[src/rtl/crc_stream_master.sv]
// rtl/crc_stream_master.sv - bus initiator that programs the CRC peripheral and streams a job through it
// Preamble writes, per-word data writes, then a result read; all bus outputs are registered.
module crc_stream_master #(
  parameter logic [31:0] BASE_ADDR = 32'h4003_2000,
  parameter int unsigned WAS_BIT   = 25
) (
  input  logic        clk,
  input  logic        rst,
  input  logic        start,
  input  logic        abort,
  input  logic [31:0] cfg_poly,
  input  logic [31:0] cfg_ctrl,
  input  logic [31:0] cfg_seed,
  input  logic [31:0] in_data,
  input  logic        in_valid,
  input  logic        in_last,
  output logic        in_ready,
  output logic        bus_rw,
  output logic        bus_sel,
  output logic [31:0] bus_addr,
  output logic [31:0] bus_wdata,
  input  logic [31:0] bus_rdata,
  output logic        busy,
  output logic [31:0] crc_out,
  output logic        crc_valid,
  output logic [15:0] word_count
);

  typedef enum logic [3:0] {
    IDLE, W_POLY, W_CSEED, W_SEED, W_CRUN, DATA, FLUSH, READ, DONE
  } state_t;

  localparam logic [31:0] ADDR_DATA = BASE_ADDR;
  localparam logic [31:0] ADDR_POLY = BASE_ADDR + 32'h4;
  localparam logic [31:0] ADDR_CTRL = BASE_ADDR + 32'h8;
  localparam logic [31:0] WAS_MASK  = 32'h1 << WAS_BIT;

  state_t      state, state_nxt;
  logic [31:0] ctrl_q, seed_q;
  logic        rw_nxt, sel_nxt;
  logic [31:0] addr_nxt, wdata_nxt;
  logic        handshake, accept_start;

  assign in_ready     = (state == W_CRUN) || (state == DATA);
  assign handshake    = in_valid && in_ready && !abort;
  assign accept_start = (state == IDLE) && start && !abort;
  assign busy         = (state != IDLE);
  assign crc_valid    = (state == DONE);

  // Bus registers are loaded with the access belonging to the state being entered.
  always_comb begin
    state_nxt = state;
    rw_nxt    = 1'b0;
    sel_nxt   = 1'b0;
    addr_nxt  = BASE_ADDR;
    wdata_nxt = '0;
    case (state)
      IDLE: begin
        if (accept_start) begin
          state_nxt = W_POLY;
          rw_nxt    = 1'b1;
          sel_nxt   = 1'b1;
          addr_nxt  = ADDR_POLY;
          wdata_nxt = cfg_poly;
        end
      end
      W_POLY: begin
        state_nxt = W_CSEED;
        rw_nxt    = 1'b1;
        sel_nxt   = 1'b1;
        addr_nxt  = ADDR_CTRL;
        wdata_nxt = ctrl_q | WAS_MASK;
      end
      W_CSEED: begin
        state_nxt = W_SEED;
        rw_nxt    = 1'b1;
        sel_nxt   = 1'b1;
        addr_nxt  = ADDR_DATA;
        wdata_nxt = seed_q;
      end
      W_SEED: begin
        state_nxt = W_CRUN;
        rw_nxt    = 1'b1;
        sel_nxt   = 1'b1;
        addr_nxt  = ADDR_CTRL;
        wdata_nxt = ctrl_q & ~WAS_MASK;
      end
      W_CRUN, DATA: begin
        state_nxt = DATA;
        if (handshake) begin
          rw_nxt    = 1'b1;
          sel_nxt   = 1'b1;
          addr_nxt  = ADDR_DATA;
          wdata_nxt = in_data;
          if (in_last) state_nxt = FLUSH;
        end
      end
      FLUSH:   state_nxt = READ;  // read of the data register shares the idle encoding
      READ:    state_nxt = DONE;
      DONE:    state_nxt = IDLE;
      default: state_nxt = IDLE;
    endcase
    if (abort && (state != IDLE)) begin
      state_nxt = IDLE;
      rw_nxt    = 1'b0;
      sel_nxt   = 1'b0;
      addr_nxt  = BASE_ADDR;
      wdata_nxt = '0;
    end
  end

  always_ff @(posedge clk or negedge rst) begin
    if (!rst) begin
      state      <= IDLE;
      bus_rw     <= 1'b0;
      bus_sel    <= 1'b0;
      bus_addr   <= BASE_ADDR;
      bus_wdata  <= '0;
      ctrl_q     <= '0;
      seed_q     <= '0;
      crc_out    <= '0;
      word_count <= '0;
    end else begin
      state     <= state_nxt;
      bus_rw    <= rw_nxt;
      bus_sel   <= sel_nxt;
      bus_addr  <= addr_nxt;
      bus_wdata <= wdata_nxt;
      if (accept_start) begin
        ctrl_q     <= cfg_ctrl;
        seed_q     <= cfg_seed;
        word_count <= '0;
      end else if (handshake && (word_count != 16'hFFFF)) begin
        word_count <= word_count + 16'd1;
      end
      if ((state == READ) && !abort) crc_out <= bus_rdata;
    end
  end

endmodule
[config.mk]
export PLATFORM = sky130hd
export DESIGN_NAME = crc_stream_master
export DESIGN_NICKNAME = d
export VERILOG_FILES = /design/src/rtl/crc_stream_master.sv
export SDC_FILE = /design/constraint.sdc
export NUM_CORES = 1
export LEC_CHECK = 0
export CORE_MARGIN = 3
export CORE_UTILIZATION = 38
export CTS_CLUSTER_SIZE = 40
export DETAILED_ROUTE_END_ITERATION = 6
export GPL_ROUTABILITY_DRIVEN = 1
export PLACE_DENSITY = 0.76
export SYNTH_ARGS = -nofsm -noshare
export SYNTH_HDL_FRONTEND = slang
export SYNTH_SLANG_ARGS = --single-unit
[constraint.sdc]
create_clock -name clk -period 2.02 [get_ports clk]
set_clock_uncertainty 0.05 [all_clocks]
set_input_delay 0.303 -clock clk [delete_from_list [all_inputs] [get_ports clk]]
set_output_delay 0.303 -clock clk [all_outputs]
set_load 0.01 [all_outputs]
==> results of run 1 <==
worst max-delay path, stage by stage, from the launching register on:
cell	delay [ps]
dfrtp_2	420
or3b_4	410
or3_4	390
or4_1	500
a21oi_2	130
cell families (layout without fill, tap and decap cells):
family                   after synthesis  after routing  share of synthesized area [%]
other                                  2             30                          0.115
buffers and inverters                 77            339                           6.39
multiplexers                          36             36                           6.14
XOR/XNOR                               1              1                          0.134
flip-flops                           150            150                           57.5
adder cells (fa/ha/maj)                1              1                          0.192
AO/OA/AOI/OAI                         98             98                           10.7
AND/OR/NAND/NOR                      288            288                           18.8
how the worst max path moves through the flow:
stage / depth (start not counted) / endpoint / start / slack (ps)
2_1_floorplan: 5 / word_count[5]$_DFFE_PN0P_ / state[3]$_DFFE_PN0P_ / 60
3_3_place_gp: 5 / word_count[5]$_DFFE_PN0P_ / abort / -260
3_5_place_dp: 5 / word_count[5]$_DFFE_PN0P_ / abort / -300
4_1_cts: 4 / busy / state[3]$_DFFE_PN0P_ / 10
5_1_grt: 4 / word_count[5]$_DFFE_PN0P_ / state[2]$_DFFE_PN0P_ / -30
6_report: 4 / word_count[5]$_DFFE_PN0P_ / state[2]$_DFFE_PN0P_ / 50
cell type report:
cell class | instances | area, µm² | share of cell area [%]
multi-input cells | 454 | 2510 | 24.7
inverters | 4 | 16.3 | 0.160
repair buffers | 303 | 3020 | 29.7
flip-flops and latches | 150 | 3750 | 36.9
clock buffers | 18 | 439 | 4.32
clock inverters | 14 | 159 | 1.56
well taps | 220 | 275 | 2.71
sequential cells by signal, summed over array words and instances, names as in the netlist:
register / cells
state: 4
seed_q: 32
bus_sel: 1
ctrl_q: 31
bus_wdata: 32
word_count: 16
crc_out: 32
bus_addr: 2
routing by layer:
metal	vias to the layer above	part of all wire, %	GRT usage, %
met2	255	50	33.7
li1	2762	-	-
met5	-	0	0
met1	2762	40	25.6
met4	0	0.96	6.37
met3	17	9.1	6.10
power by group through the flow:
stage	registers, mW	logic [mW]	clock network [mW]
2_1_floorplan	3.82	0.722	0
3_3_place_gp	3.79	1.72	0
3_5_place_dp	3.81	1.76	0
4_1_cts	3.77	1.77	3.27
5_1_grt	3.82	1.95	3.39
6_report	3.77	1.76	3.18
metrics by stage:
step	setup WS, ps	cell area (µm²)	hold slack (ps)
6_report	53.8	10200	320
5_1_grt	-30.0	10200	340
4_1_cts	10.5	10200	304
3_5_place_dp	-302	9530	190
3_3_place_gp	-257	9530	192
2_1_floorplan	55.6	6630	-42.6
repair_timing:
action | 4_1_cts | 5_1_grt
hold buffers | 1 | 0
hold endpoints to repair | 36 | 0
pin swaps | 1 | 1
setup endpoints to repair | 3 | 38
buffers inserted | 0 | 1
gates resized for setup | 12 | 5
cells in the mapped netlist (2+ instances only):
master and n:
nor3_1 4, inv_1 4, nor2_1 5, o21a_1 3
mux2_2 32, o211ai_1 3, and2b_1 2, dfrtp_1 150
a31oi_1 2, a21oi_1 40, nand2b_1 4, nand2_1 234
nor4_1 7, clkbuf_1 33, conb_1 2, and4_1 3
and3_1 2, or3_1 4, o21ai_0 8, nand3_1 4
buf_4 31, nor4b_1 2, nor3b_1 3, o31ai_1 4
a222oi_1 32, or4_1 3, nand4_1 7, buf_2 9
mux2i_1 4
==> impl_metrics.yaml, run 1 <==
floorplan:
  initial_utilization_pct: 39.1
  die_h_um: 137
  io_pins: 283
  die_area_um2: 18800
  dieWidth_um: 137
  placementRows: 47
  core_area_um2: 16700
yosys:
  synthTopCellsByArea: "dfrtp_1, nand2_1, mux2_2"
  synth_top_area_share_pct: 57.5
  yosys_warnings: 0
  synthFlopType: "dfrtp_1"
  ys_seq_area_share_pct: 57.5
  post_synth_inst_count: 653
  synth_area_leader_cell: "dfrtp_1"
  ys_async_sr_fraction_pct: 100
  synth_area_um2: 6520
  synth_edf_count: 0
  ys_ff_latch: 150
  yosysUniqueCellTypes: 41
  synth_area_per_cell_um2: 9.99
power:
  switchingPower_mw: 2.36
  peakVddDrop_uv: 606
  p_clk_share_pct: 36.5
  power.total_mw: 8.71
  intPower_mw: 6.35
  pwr-share-seq_pct: 43.3
  powerDensity_nw_per_um2: 856
  power_leakage_nw: 4.64
  switching_share_pct: 27.1
  power_frac_comb_pct: 20.3
clock_network:
  htree_num_levels: 4
  insertion_delay_ps: 410
  cts_buffers: 17
  cts_sinks: 150
  path_clk_slew_ps: 60
  cts_buffer_depth: 2
  ctsRootBufferMaster: "clkbuf_16"
  cts_tree: "done"
worst_setup_path:
  reg2reg_slack_ps: 50
  critical_path_class: "flip-flop to flip-flop"
  required_ps: 2310
  crit_path_end_kind: "flip-flop"
  r2r_start: "state[2]$_DFFE_PN0P_"
  ff2ff_path_depth: 4
  reg2reg_to: "word_count[5]$_DFFE_PN0P_"
  arrival_ps: 2260
  cp_max_fo: 5
  startpoint_type: "flip-flop"
placement:
  place.gp.congestion: 0.824
  dp_cells: 1129
  portBuffers: 251
  place_hpwl_um: 14000
sta:
  tns_ps: 0
  rsz0062_at_grt: "true"
  hold_viol: 0
  fin_crit_sh_pct: 97.3
  period_needed_ps: 1970
  setup_violations: 0
  slew_viol_final: 0
  fmax_mhz: 509
drt:
  drtIter0Drc: 413
  via_per_inst: 4.98
  final_antenna_net_count: 0
  first_pass_iters: 5
  wl_per_cell_um: 16.7
  vias: 5796
  drc: 0
  drt_wl_total_um: 19500
finish:
  diodes: 0
  area_growth_pct: 56.0
  final_cell_mix: "clkdlybuf4s50_1, nand2_1, dfrtp_1, buf_4, a21oi_1"
  final_layout_size_suffix_gt1_share_pct: 13.8
  final_util_pct: 60.9
  nets: 1097
  instances_no_fill: 1163
  final_common_cell: "clkdlybuf4s50_1"
  fillers: 1441
run:
  drv_cap: 0
run_status:
  outcome: "completed"
global_route:
  overflow: 0
  first_global_vias: 5702
  track_usage_pct: 20.3
  antenna_found_initial: 0
  grt_pass1_wl_um: 29600
  grt_max_degree: 41
worst_hold_path:
  hold_path_class: "primary input to asynchronous set/reset pin"
Note: power is estimated with default switching activity, not from simulation.
==> inputs of run 2 (changes only) <==
--- a/config.mk
+++ b/config.mk
@@ -11,6 +11,7 @@
 export DETAILED_ROUTE_END_ITERATION = 6
 export GPL_ROUTABILITY_DRIVEN = 1
 export PLACE_DENSITY = 0.76
+export REMOVE_ABC_BUFFERS = 1
 export SYNTH_ARGS = -nofsm -noshare
 export SYNTH_HDL_FRONTEND = slang
 export SYNTH_SLANG_ARGS = --single-unit
==> run 2 against run 1 <==
  * Worst hold slack better by 37 ps
  * First-iteration DRC count is 11% lower
  * Cell count is 0.52% lower
  * Flip-flop and latch count stayed put
  * Register-to-register slack hardly changed
  * Critical path depth stayed put
  * Via count is 0.60% higher
  * Die area stayed put
  * Sequential power hardly changed
  * Count of clock-buffer cells in the layout stayed put
  * Global-route usage is 0.13 points higher
  * Largest power group unchanged
  * Highest routed layer unchanged
==> impl_metrics.yaml, run 2 (same netlist as run 1, synthesis figures left out) <==
run_status:
  outcome: "completed"
worst_setup_path:
  r2r_start: "state[2]$_DFFE_PN0P_"
  crit_path_end_kind: "flip-flop"
  path_cells: "or3b_4 -> or3_4 -> or4_1 -> a21oi_1"
  critPathSlowestCell: "or4_1"
  cp_max_fo: 5
  reg2reg_slack_ps: 50
  reg2reg_to: "word_count[5]$_DFFE_PN0P_"
  slowest_delay_ps: 460
  startpoint_type: "flip-flop"
  crit_start: "state[2]$_DFFE_PN0P_"
  required_ps: 2310
  arrival_ps: 2260
  ff2ff_path_depth: 4
  critical_path_class: "flip-flop to flip-flop"
sta:
  setup_violations: 0
  fin_crit_sh_pct: 97.7
  slew_headroom_pct: 64.0
  slew_viol_final: 0
  max_slew.worst_pin.slew_ps: 539
  hold_slack_ps: 357
  hold_viol: 0
  setup_slack_ps: 45.7
  rsz0062_at_grt: "true"
  period_needed_ps: 1970
  fmax_mhz: 507
clock_network:
  cts_buffers: 17
  cts_sinks: 150
  htree_num_levels: 4
  cts_buffer_depth: 2
  insertion_delay_ps: 420
  cts_tree: "done"
  path_clk_slew_ps: 60
  ctsRootBufferMaster: "clkbuf_16"
finish:
  diodes: 0
  multiInputGateArea_um2: 2500
  final_util_pct: 61.0
  regArea_um2: 3760
  area_growth_pct: 56.1
  final_layout_size_suffix_gt1_share_pct: 13.2
  reg_top3: "bus_wdata: 32 flops, crc_out: 32 flops, seed_q: 32 flops"
  final_cell_mix: "clkdlybuf4s50_1, nand2_1, dfrtp_1, a21oi_1, buf_4"
  fillers: 1468
  nets: 1091
  instances_no_fill: 1157
  final_common_cell: "clkdlybuf4s50_1"
floorplan:
  placementRows: 47
  die_area_um2: 18800
  initial_utilization_pct: 39.1
  dieWidth_um: 137
  core_area_um2: 16700
  io_pins: 283
  die_h_um: 137
power:
  peakVddDrop_uv: 567
  powerDensity_nw_per_um2: 887
  power_leakage_nw: 4.65
drt:
  via_per_inst: 5.04
  wl_per_cell_um: 17.0
  drtIter0Drc: 366
  drc: 0
  first_pass_iters: 7
  drt_wl_total_um: 19700
  final_antenna_net_count: 0
  vias: 5831
worst_hold_path:
  hold_end: "ctrl_q[7]$_DFFE_PN0N_"
  hold_path_class: "primary input to flip-flop"
  hold_path_depth: 3
  worstHoldStart: "cfg_ctrl[7]"
placement:
  place_hpwl_um: 14000
  dp_cells: 1123
  portBuffers: 251
  pre_cts_slack_ps: -271
  place.gp.congestion: 0.806
global_route:
  antenna_found_initial: 0
  overflow: 0
  grt_max_degree: 52
  track_usage_pct: 20.5
  grt_pass1_wl_um: 29800
  first_global_vias: 5757
run:
  drv_cap: 0
run 2: cell types whose count changed in the layout (fill, tap and decap cells not counted), sizes merged, moves of 3 or more:
cell	previous run	this run
clkinvlp	4	0
inv	10	7
buf	53	46
bufinv	2	5
clkinv	2	6
run 2: cell type report:
| cell class | count | area share (%) |
|---|---|---|
| flip-flops and latches | 150 | 36.9 |
| well taps | 220 | 2.70 |
| multi-input cells | 454 | 24.5 |
| inverters | 4 | 0.160 |
| clock buffers | 18 | 4.31 |
| repair buffers | 297 | 29.3 |
| clock inverters | 14 | 2.14 |
run 2: report_power, final:
group          internal [mW]  total, mW  leakage (nW)  switching, mW
Sequential              3.50       3.76          1.97          0.255
Combinational          0.948       1.74          2.35          0.791
Clock                   2.24       3.53         0.325           1.29
Total                   6.69       9.03          4.65           2.34
run 2: timing repair:
| action | CTS | global route |
|---|---|---|
| setup endpoints to repair | 3 | 2 |
| buffers inserted | 1 | 0 |
| hold buffers | 1 | 0 |
| pin swaps | 1 | 0 |
| endpoints found under the hold margin | 47 | 0 |
| gates resized for setup | 6 | 5 |
run 2: critical path: cells and delay by family, from the launching register on:
family | cells | cell delay (ps)
compound gates | 1 | 160
simple gates | 3 | 1260
flops | 1 | 440
run 2: stage by stage:
step / TNS (ps) / instance area [µm²] / total power, mW
final: 0 / 10200 / 9.03
after global routing: -3.33 / 10200 / 9.45
after CTS: 0 / 10200 / 9.12
after detailed placement: -20910 / 9500 / 5.54
after global placement: -17650 / 9500 / 5.50
after floorplan: -246170 / 6230 / 4.46
run 2: worst max-delay path by stage:
stage | endpoint | slack [ps] | cells after the start
finish | word_count[5]$_DFFE_PN0P_ | 50 | 4
global route | busy | -3 | 3
CTS | crc_valid | 1 | 3
detailed placement | word_count[5]$_DFFE_PN0P_ | -270 | 5
global placement | word_count[5]$_DFFE_PN0P_ | -260 | 5
floorplan | bus_wdata[0]$_DFF_PN0_ | -2180 | 5
run 2: metal layers:
metal	global-route usage, %	wire length, µm	part of all wire [%]
met1	24.7	7800	40
met2	33.5	9510	48
met3	7.87	2070	11
met4	6.98	289	1.5
met5	0	0	0
==> inputs of run 3 (changes only) <==
--- a/config.mk
+++ b/config.mk
@@ -5,12 +5,12 @@
 export SDC_FILE = /design/constraint.sdc
 export NUM_CORES = 1
 export LEC_CHECK = 0
-export CORE_MARGIN = 3
+export CORE_MARGIN = 2
 export CORE_UTILIZATION = 38
 export CTS_CLUSTER_SIZE = 40
 export DETAILED_ROUTE_END_ITERATION = 6
 export GPL_ROUTABILITY_DRIVEN = 1
-export PLACE_DENSITY = 0.76
+export PLACE_DENSITY = 0.77
 export REMOVE_ABC_BUFFERS = 1
 export SYNTH_ARGS = -nofsm -noshare
 export SYNTH_HDL_FRONTEND = slang
==> run 3 against run 2 <==
  * The run now ends with design-rule violations left
  * Setup slack lost 15 ps
  * Sequential share of layout area is essentially flat
  * Sequential power is essentially flat
  * Flip-flop and latch count is the same
  * Fmax shrank 0.73%
  * Non-clock buffer count is the same
  * Cell area grew 0.15%
  * Core utilization grew 0.090 points
  * Clock power shrank 7.6%
  * Count of clock-buffer cells in the layout grew 3
  * First-iteration DRC count grew 15%
  * Critical path type unchanged
  * Critical endpoint unchanged
  * Largest cell class unchanged
  * Largest power group unchanged
==> impl_metrics.yaml, run 3 (same netlist as run 1, synthesis figures left out) <==
power:
  power.total_mw: 8.80
  power_leakage_nw: 4.64
  peakVddDrop_uv: 617
  powerDensity_nw_per_um2: 863
floorplan:
  die_h_um: 135
  core_area_um2: 16700
  io_pins: 283
  die_area_um2: 18200
  dieWidth_um: 135
  placementRows: 47
  initial_utilization_pct: 39.1
drt:
  drt_wl_total_um: 19600
  via_per_inst: 5.09
  final_antenna_net_count: 0
  drtIter0Drc: 422
  dr.max_layer_used: "met4"
  wl_met1_um: 8030
  wl_met2_um: 9410
  drc: 2
  first_pass_iters: 7
  wl_per_cell_um: 16.9
  wl_met3_um: 1800
  vias: 5893
finish:
  final_area_um2: 10200
  reg_top3: "bus_wdata: 32 flops, crc_out: 32 flops, seed_q: 32 flops"
  final_layout_size_suffix_gt1_share_pct: 13.1
  final_cell_mix: "clkdlybuf4s50_1, nand2_1, dfrtp_1, a21oi_1"
  final_common_cell: "clkdlybuf4s50_1"
  fillers: 1437
  area_growth_pct: 56.3
  final_util_pct: 61.1
  multiInputGateArea_um2: 2510
  regArea_um2: 3760
  nets: 1091
clock_network:
  htree_num_levels: 4
  path_clk_slew_ps: 60
  cts_buffers: 17
  cts_sinks: 150
  insertion_delay_ps: 420
  ctsRootBufferMaster: "clkbuf_16"
  cts_buffer_depth: 2
  cts_tree: "done"
  cts_setup_buffers: 0
global_route:
  grt_max_degree: 53
  antenna_found_initial: 1
  grt_pass1_wl_um: 30400
  first_global_vias: 5875
  overflow: 0
  track_usage_pct: 21.5
worst_setup_path:
  path_cells: "or3b_4 -> or3_4 -> or4_1 -> a21oi_1"
  crit_family: "simple AND/OR/NAND/NOR gates"
  ff2ff_path_depth: 4
  critPathSlowestCell: "or4_1"
  startpoint_type: "flip-flop"
  cp_max_fo: 4
  r2r_start: "state[3]$_DFFE_PN0P_"
  reg2reg_to: "word_count[5]$_DFFE_PN0P_"
  critical_path_buf_inv_count: 0
  reg2reg_slack_ps: 30
  required_ps: 2310
  arrival_ps: 2280
  critical_path_class: "flip-flop to flip-flop"
  crit_path_end_kind: "flip-flop"
  slowest_delay_ps: 470
sta:
  hold_viol: 0
  slew_viol_final: 0
  fin_crit_sh_pct: 98.5
  fmax_mhz: 503
  period_needed_ps: 1990
  rsz0062_at_grt: "false"
  setup_violations: 0
placement:
  portBuffers: 251
  placed_cell_area_um2: 9540
  place_hpwl_um: 13700
  place.gp.congestion: 0.826
worst_hold_path:
  hold_path_class: "primary input to asynchronous set/reset pin"
run_status:
  outcome: "complete, but fails checks"
  violations: "design-rule violations"
run:
  drv_cap: 0
run 3: cell count changes in the layout (fill, tap and decap cells not counted), sizes merged:
cell,before,now
bufinv,5,3
clkbuf,19,21
inv,7,5
clkinvlp,0,1
diode,0,1
dlygate4sd2,2,3
run 3: repair_timing:
action,4_1_cts,5_1_grt
hold endpoints to repair,48,0
pin swaps,0,2
gates resized for setup,6,7
endpoints found under the setup margin,3,29
hold buffers,1,0
run 3: layer usage:
metal / vias to the layer above / track usage (%)
met4: 0 / 8.10
li1: 2739 / -
met1: 2848 / 26.8
met3: 23 / 6.68
met2: 283 / 35.0
met5: - / 0
run 3: worst reg2reg max path, cell delays in order (launching register included):
cell and delay, ps:
dfrtp_2 440, or3b_4 410, or3_4 390, or4_1 470, a21oi_1 160
run 3: power breakdown:
| part | leakage, nW | switching, mW | total (mW) | internal [mW] |
|---|---|---|---|---|
| Sequential | 1.96 | 0.264 | 3.77 | 3.51 |
| Combinational | 2.37 | 0.802 | 1.77 | 0.967 |
| Clock | 0.297 | 1.25 | 3.26 | 2.01 |
| Total | 4.64 | 2.31 | 8.80 | 6.48 |
run 3: how the worst max path moves through the flow:
stage                                           end  cells past startpoint  slack [ps]                  from
after global placement      bus_wdata[28]$_DFF_PN0_                      8        -330                 abort
final                     word_count[5]$_DFFE_PN0P_                      4          30  state[3]$_DFFE_PN0P_
after detailed placement    bus_wdata[28]$_DFF_PN0_                      8        -360                 abort
after floorplan              bus_wdata[0]$_DFF_PN0_                      5       -2180  state[2]$_DFFE_PN0P_
after CTS                 word_count[5]$_DFFE_PN0P_                      4          30  state[3]$_DFFE_PN0P_
after global routing      word_count[5]$_DFFE_PN0P_                      4         0.4  state[3]$_DFFE_PN0P_
run 3: metrics by stage:
step	hold WS, ps	instances	setup TNS (ps)	setup WS [ps]
after floorplan	-42.6	608	-246170	-2180
after global placement	233	1124	-16020	-333
after detailed placement	233	1124	-16970	-355
after CTS	335	1157	0	28.6
after global routing	348	1158	0	0.426
final	351	1158	0	31.1
run 3: cell type report:
| cell class | count | area share (%) |
|---|---|---|
| Antenna cell | 1 | 0.0245 |
| Clock buffer | 21 | 4.52 |
| Clock inverter | 11 | 1.45 |
| Inverter | 4 | 0.172 |
| Multi-Input combinational cell | 454 | 24.7 |
| Sequential cell | 150 | 36.9 |
| Tap cell | 220 | 2.70 |
| Timing Repair Buffer | 297 | 29.6 |
